===== config.mk =====
export PLATFORM = sky130hd
export DESIGN_NAME = mc6809_eq_gen
export DESIGN_NICKNAME = d
export VERILOG_FILES = /design/src/rtl/mc6809_pkg.sv /design/src/rtl/mc6809_dma_arb.sv /design/src/rtl/mc6809_eq_gen.sv
export SDC_FILE = /design/constraint.sdc
export NUM_CORES = 1
export LEC_CHECK = 0
export BUFFER_PORTS_ARGS = -buffer_cell sky130_fd_sc_hd__buf_2
export CAP_MARGIN = 10
export CORE_UTILIZATION = 35
export CTS_BUF_LIST = sky130_fd_sc_hd__clkbuf_8
export DETAILED_ROUTE_END_ITERATION = 10
export SLEW_MARGIN = 30
export SYNTH_ARGS = -nofsm -noshare
export SYNTH_HDL_FRONTEND = slang
export SYNTH_SLANG_ARGS = --single-unit
export TNS_END_PERCENT = 20

===== constraint.sdc =====
create_clock -name CLK -period 3.2 [get_ports CLK]
set_input_delay 0.48 -clock CLK [delete_from_list [all_inputs] [get_ports CLK]]
set_output_delay 0.48 -clock CLK [all_outputs]
set_load 0.05 [all_outputs]

===== src/rtl/mc6809_pkg.sv =====
// rtl/mc6809_pkg.sv - shared phase/DMA enums and default parameters for the MC6809 E/Q generator
package mc6809_pkg;

  typedef enum logic [1:0] {P0, P1, P2, P3} phase_e;
  typedef enum logic [1:0] {IDLE, GRANT, REFRESH} dma_state_e;

  localparam int DIV_DEF         = 1;
  localparam int STRETCH_MAX_DEF = 8;
  localparam int DMA_MAX_DEF     = 15;

endpackage


===== src/rtl/mc6809_dma_arb.sv =====
// rtl/mc6809_dma_arb.sv - DMA/bus-request arbiter with grant counter and forced refresh cycle
module mc6809_dma_arb
  import mc6809_pkg::*;
#(
  parameter int DMA_MAX = DMA_MAX_DEF
) (
  input  logic clk_i,
  input  logic rst_i,
  input  logic efall_i,
  input  logic ndmabreq_i,
  output logic gnt_o,
  output logic refresh_o
);

  dma_state_e state_q, state_d;
  logic [7:0] cnt_q, cnt_d;

  always_ff @(posedge clk_i or posedge rst_i) begin
    if (rst_i) begin
      state_q <= IDLE;
      cnt_q   <= 8'd0;
    end else begin
      state_q <= state_d;
      cnt_q   <= cnt_d;
    end
  end

  always_comb begin
    state_d = state_q;
    cnt_d   = cnt_q;
    if (efall_i) begin
      case (state_q)
        IDLE, REFRESH: begin
          if (!ndmabreq_i) begin
            state_d = GRANT;
            cnt_d   = 8'd1;
          end else begin
            state_d = IDLE;
            cnt_d   = 8'd0;
          end
        end
        GRANT: begin
          // A released request ends the grant cleanly; no refresh is owed
          if (ndmabreq_i) begin
            state_d = IDLE;
            cnt_d   = 8'd0;
          end else if (cnt_q == 8'(DMA_MAX)) begin
            state_d = REFRESH;
            cnt_d   = 8'd0;
          end else begin
            cnt_d = cnt_q + 8'd1;
          end
        end
        default: begin
          state_d = IDLE;
          cnt_d   = 8'd0;
        end
      endcase
    end
  end

  assign gnt_o     = (state_q == GRANT);
  assign refresh_o = (state_q == REFRESH);

endmodule


===== src/rtl/mc6809_eq_gen.sv =====
// rtl/mc6809_eq_gen.sv - MC6809 E/Q quadrature clock generator with MRDY stretch
// Optional DMA arbiter enabled by macro MC6809_DMABREQ_EN.
module mc6809_eq_gen
  import mc6809_pkg::*;
#(
  parameter int DIV         = DIV_DEF,
  parameter int STRETCH_MAX = STRETCH_MAX_DEF,
  parameter int DMA_MAX     = DMA_MAX_DEF
) (
  input  logic CLK,
  input  logic RESET,
  input  logic MRDY,
  input  logic nDMABREQ,
  output logic E,
  output logic Q,
  output logic E_RISE,
  output logic E_FALL,
  output logic STRETCH,
  output logic DMA_GNT,
  output logic DMA_REFRESH
);

  localparam int QW = (DIV > 1) ? $clog2(DIV) : 1;

  phase_e        phase_q, phase_d;
  logic [QW-1:0] qcnt_q, qcnt_d;
  logic [7:0]    scnt_q, scnt_d;
  logic          stretch_q, stretch_d;
  logic          e_q, e_d, q_q, q_d;
  logic          e_rise_q, e_rise_d, e_fall_q, e_fall_d;
  logic          quarter_end;

  assign quarter_end = (qcnt_q == QW'(DIV - 1));

  always_ff @(posedge CLK or posedge RESET) begin
    if (RESET) begin
      phase_q   <= P0;
      qcnt_q    <= '0;
      scnt_q    <= 8'd0;
      stretch_q <= 1'b0;
      e_q       <= 1'b0;
      q_q       <= 1'b0;
      e_rise_q  <= 1'b0;
      e_fall_q  <= 1'b0;
    end else begin
      phase_q   <= phase_d;
      qcnt_q    <= qcnt_d;
      scnt_q    <= scnt_d;
      stretch_q <= stretch_d;
      e_q       <= e_d;
      q_q       <= q_d;
      e_rise_q  <= e_rise_d;
      e_fall_q  <= e_fall_d;
    end
  end

  always_comb begin
    phase_d   = phase_q;
    qcnt_d    = qcnt_q + 1'b1;
    scnt_d    = scnt_q;
    stretch_d = stretch_q;
    e_rise_d  = 1'b0;
    e_fall_d  = 1'b0;
    if (quarter_end) begin
      qcnt_d = '0;
      case (phase_q)
        P0: phase_d = P1;
        P1: begin
          phase_d  = P2;
          e_rise_d = 1'b1;
        end
        P2: phase_d = P3;
        default: begin
          // MRDY is sampled only at the close of P3 or of a stretch quarter
          if (!MRDY && (scnt_q != 8'(STRETCH_MAX))) begin
            stretch_d = 1'b1;
            scnt_d    = scnt_q + 8'd1;
          end else begin
            phase_d   = P0;
            stretch_d = 1'b0;
            scnt_d    = 8'd0;
            e_fall_d  = 1'b1;
          end
        end
      endcase
    end
    e_d = (phase_d == P2) || (phase_d == P3);
    q_d = (phase_d == P1) || (phase_d == P2);
  end

  assign E       = e_q;
  assign Q       = q_q;
  assign E_RISE  = e_rise_q;
  assign E_FALL  = e_fall_q;
  assign STRETCH = stretch_q;

`ifdef MC6809_DMABREQ_EN
  // Fed with the next-state strobe so the grant moves in the same CLK that E_FALL reads 1
  mc6809_dma_arb #(
    .DMA_MAX(DMA_MAX)
  ) u_dma_arb (
    .clk_i     (CLK),
    .rst_i     (RESET),
    .efall_i   (e_fall_d),
    .ndmabreq_i(nDMABREQ),
    .gnt_o     (DMA_GNT),
    .refresh_o (DMA_REFRESH)
  );
`else
  localparam int unused_dma_max = DMA_MAX;
  logic unused_dmabreq;
  assign unused_dmabreq = nDMABREQ;
  assign DMA_GNT        = 1'b0;
  assign DMA_REFRESH    = 1'b0;
`endif

endmodule


# Word level (Yosys, flattened, before mapping)
# Index checks and enable logic that the tools add are counted.
dict set report totals {
  elab_cells 36
  ramBits 0
  latchBits 0
  memories 0
  regBits 16
  out_inout_bits 7
  romBits 0
}
dict set report classes {
  n_bitwise 2
  shifts 0
  n_lt_le_gt_ge 0
  n_div 0
  n_addsub 2
  eq_ne 6
  reduce_logical 7
  mul 0
  n_mux 11
}
# cell n
set ops {}
lappend ops {{8-bit by 1-bit adder with 8-bit output (second input constant)} 1}
lappend ops {{8-bit 2-to-1 mux} 1}
lappend ops {{8-bit by 4-bit != test with 1-bit output (second input constant)} 1}
lappend ops {{1-bit 2-to-1 mux} 7}
lappend ops {{2-bit equality test (second input constant)} 3}
lappend ops {{2-bit case mux with 3 select lines} 1}
lappend ops {{2-bit by 1-bit equality test with 1-bit output (second input constant)} 2}
lappend ops {{2-bit 2-to-1 mux} 2}
lappend ops {{3-bit OR reduction} 1}
lappend ops {{2-bit zero test} 1}
lappend ops {{1-bit logical OR} 2}
lappend ops {{1-bit NOT} 2}
lappend ops {{2-bit AND reduction} 1}
lappend ops {{1-bit adder (second input constant)} 1}
lappend ops {{1-bit logical AND} 1}
lappend ops {{1-bit zero test} 1}

# Logic depth before layout (Yosys ltp)
dict set report depth {
  word_depth 7
  ltp_mapped 7
  mapped_depth_nobuf 7
}

# Worst setup path before layout
# Ideal clock, no wire load.
dict set report synth_path {
  path_type {reg-to-reg}
  startpoint {reg phase_q[1]}
  endpoint {reg e_q, in the netlist E}
  arrival_time_ns 1.640
  path_stages_with_launch 7
  n_path_buf 2
  setup_ns 0.127
  t_required_ns 3.073
  slack_ns 1.432
  cell_sequence {dfrtp_1 ha_1 clkbuf_1 buf_2 o22ai_1 ha_1 or2_2}
}
dict set report synth_via {
  elab_chain_len 5
}
# item line
set synth_lines {}
lappend synth_lines {{from (decl)} mc6809_eq_gen.sv:25} ;# phase_e phase_q, phase_d;
lappend synth_lines {{from (signal assigned)} mc6809_eq_gen.sv:46} ;# phase_q <= phase_d;
lappend synth_lines {{2-bit equality test, or another cell as far along} mc6809_eq_gen.sv:66} ;# case (phase_q)
lappend synth_lines {{2-bit case mux with 3 select lines} mc6809_eq_gen.sv:66}
lappend synth_lines {{2-bit 2-to-1 mux (*)} mc6809_eq_gen.sv:64} ;# if (quarter_end) begin
lappend synth_lines {{named net phase_d[1]} mc6809_eq_gen.sv:25}
lappend synth_lines {{2-bit equality test} mc6809_eq_gen.sv:87} ;# e_d = (phase_d == P2) || (phase_d == P3);
lappend synth_lines {{1-bit logical OR (*)} mc6809_eq_gen.sv:87}
lappend synth_lines {{named net e_d} mc6809_eq_gen.sv:29} ;# logic e_q, e_d, q_q, q_d;
lappend synth_lines {{to (signal assigned)} mc6809_eq_gen.sv:41} ;# e_q <= 1'b0;
lappend synth_lines {{to (signal assigned)} mc6809_eq_gen.sv:50} ;# e_q <= e_d;
lappend synth_lines {{to (decl)} mc6809_eq_gen.sv:29}
# The timed path passes the listed nets; every way through them passes the cells marked *.
# A chain may end at the register's enable or synchronous reset.

# Worst setup path after layout
dict set report layout_path {
  startpoint {reg phase_q[1]}
  endpoint {reg scnt_q[5]}
}
dict set report layout_via {
  elab_chain_len 4
}
# item line
set layout_lines {}
lappend layout_lines {{2-bit equality test, or another cell as far along} mc6809_eq_gen.sv:66}
lappend layout_lines {{3-bit OR reduction (no source line) (*)} n/a}
lappend layout_lines {{1-bit NOT (no source line) (*)} n/a}
lappend layout_lines {{2-bit AND reduction (no source line) (*)} n/a}
lappend layout_lines {{to (signal assigned)} mc6809_eq_gen.sv:48} ;# scnt_q <= scnt_d;
lappend layout_lines {{to (decl)} mc6809_eq_gen.sv:27} ;# logic [7:0] scnt_q, scnt_d;
# Mark *: on every way between the ends. The rest lies on a longest branch, timed or not.

==> impl_results.md <==
* Clock Root Buffer: clkbuf_8
* Mapped Cells at 73
* Clk slew on worst S/H paths at roughly 0.060 ns
* Crit end category: flip-flop
* PostCTS Resize Cnt at 0
* Largest family of logic cells by synthesized area: compound AO/OA/AOI/OAI gates
* Setup ws final at 1.23 ns
* Drt total wl at roughly 1200 um
* Initial antenna violation count at 0
* Final min period at between 1.5 and 2 ns
* Post-Synth Adder-Cell Area at between 10% and 20%
* Die height at about 49 um
* CTS Hold Bufs at 0
* Worst-path fanout max at 22
* Ys Warns at 0
* Syn avg cell area at between 10 and 15 um2
* Die Area at between 2000 and 2500 um2
* Clk Latency, worst-skew pair at 0.25 ns
* Aggregate global routing overflow at 0
* Achievable clock frequency at about 510 MHz
* Maximum Capacitance Violations at 0
* Setup bufs post-CTS at 0
* Ant. Diodes at 0
* CP required at between 3 and 4 ns
* Slowest Stage Delay on Critical Path at ~0.7 ns
* Num CTS Buffers at 3
* First-pass GRT wire length at roughly 2100 um
* Cell Area, Synth at between 700 and 800 um2
* Critical Path AT at ~2.2 ns
* Leakage at 0.427 nW
* Slew HR at around half
* Placed instance area at roughly 810 um2
* RSZ-0062 raised after global routing: false
* GP Congestion at 0.760
* Max Slew Vio Count at 0
* Via density per instance at around 4.8
* Worst Path Class, Setup: reg -> reg
* Final Hold Viols at 0
* CTS tree: done
* Commonest non-fill, non-tap cell in the layout: dfrtp_1
* Post-DP HPWL at approximately 800 um
* First-pass DRT Iterations at 4
* Mux contribution to synthesized area at 0%
* TritonCTS Sinks at 15
* Die X at roughly 49 um
* PD cells at around 910 nW/um2
* Final period util at between 60% and 70%
* PnR Total Power at 782 uW
* Setup TNS at 0 ns
* WL per Instance at 11.1 um
* Synthesized flop and latch total at 15
* Rows at 16
* Final setup fails at 0
* Tightest Hold Check Type: in -> async
* Cell area after layout at between 800 and 900 um2
* Slowest CP cell: ha_1
* Global-route usage over all layers at between 10 and 15%
* Compound-Gate Fraction of Synth Area at between 10% and 20%
* H-tree depth at 1
* Fin nets at 92
* Core Region at 2000 um2
* Run status: finished, final reports clean
* Largest net degree at the start of global routing at 23
* Initial Util at a little under two fifths
* IO Pins at 11
* I/O Buffers at 7
* Routed Antenna Nets at 0
* Post-route DRC violation count at 0
* Dpl ws at approximately 1.2 ns
* Cell variety after synth at 23
* Clk buf depth at 2
* Most frequent cells in the layout: dfrtp_1, ha_1, buf_2, nand2_1, inv_1
* Max VDD drop at just under 0.4 mV
* Area Overhead vs Synth at 11.8%
* Vias at roughly 520
* Critical Path Source Type: flip-flop
* Layout cells sized above 1 at approximately 20%
* Max Clock Skew at ~0.0015 ns
* Sequential area share after synthesis at 49.0%
* Post-Synth Simple-Gate Area at between 10% and 20%
* Vias in the first global route at slightly above 500
* Post-synthesis xor/xnor area fraction at 3.43%
* Crit path cell chain: ha_1 > nand4_2 > or3_1 > a22oi_2
* DR iter-0 viols at 9
* Worst-Margin Slew at just under 0.8 ns
through the flow:
| step | std cells | util (%) | hold WS, ns |
|---|---|---|---|
| floorplan | 74 | - | 0.381 |
| global placement | 103 | 40.4 | 0.526 |
| detailed placement | 103 | 40.4 | 0.555 |
| CTS | 107 | 42.8 | 0.288 |
| global route | 107 | 42.8 | 0.315 |
| finish | 107 | 42.8 | 0.267 |
power by group:
part,leakage (nW),total (mW),switching (mW),internal (mW)
combinational,0.207,0.335,0.232,0.103
sequential,0.195,0.292,0.0425,0.249
clock,0.0255,0.156,0.0694,0.0863
worst max-delay path, delay by kind of cell (launching register included):
kind,cells,cell delay (ns)
adder cells (fa/ha/maj),1,0.68
AO/OA/AOI/OAI,1,0.14
AND/OR/NAND/NOR,2,0.68
flip-flops,1,0.39
logic make-up (layout without fill, tap and decap cells):
| family | Yosys count | in the layout |
|---|---|---|
| flops | 15 | 15 |
| xor+xnor | 3 | 3 |
| buf+inv | 11 | 17 |
| other cells | 1 | 2 |
| fa+ha+maj | 7 | 7 |
| simple gates | 20 | 20 |
| compound gates | 16 | 16 |
state kept, by name, indices dropped and copies added, names as in the netlist:
signal / flops
scnt_q: 8
STRETCH: 1
E_RISE: 1
Q: 1
phase_q: 2
E: 1
E_FALL: 1
final cells by class:
cell class	count	area [um2]
fill	195	1150
inverter	6	22.5
timing repair buffer	7	35.0
tap	27	33.8
clock buffer	3	41.3
multi-input combinational	48	343
sequential	15	375
clock inverter	1	5.00
path summary, 6_finish.rpt:
kind	endpoint	cells past startpoint	slack, ns	from
min in group CLK	STRETCH	2	0.57	STRETCH
max in group asynchronous	E	2	2.57	RESET
worst max register to register	scnt_q[5]	4	1.23	phase_q[1]
worst min-delay path	E_FALL	2	0.27	RESET
worst min register to register	STRETCH	2	0.57	STRETCH
worst max-delay path	scnt_q[5]	4	1.23	phase_q[1]
routing by layer:
metal	part of all wire, %	vias up	track usage (%)
li1	-	262	-
met1	50	240	14.9
met2	44	11	19.0
met3	2.5	4	2.80
met4	2.7	0	8.82
met5	0	-	0
cells in the mapped netlist:
library cell	count	area, um2
inv_1	6	22.5
nor3_1	2	10.0
nand4_1	3	18.8
o22ai_1	2	12.5
a41o_1	1	10.0
a21o_1	1	7.51
nand2b_1	1	6.26
or3_1	3	18.8
xor2_1	3	26.3
nand4_2	1	12.5
nor2_1	2	7.51
and2_1	1	6.26
a21oi_1	5	25.0
buf_2	2	10.0
dfrtp_1	15	375
a22oi_2	3	37.5
or2_2	1	6.26
nand2_1	6	22.5
clkbuf_1	1	3.75
conb_1	1	3.75
o21ai_0	4	20.0
buf_4	2	15.0
ha_1	7	87.6
Note: power is estimated with default switching activity, not from simulation.
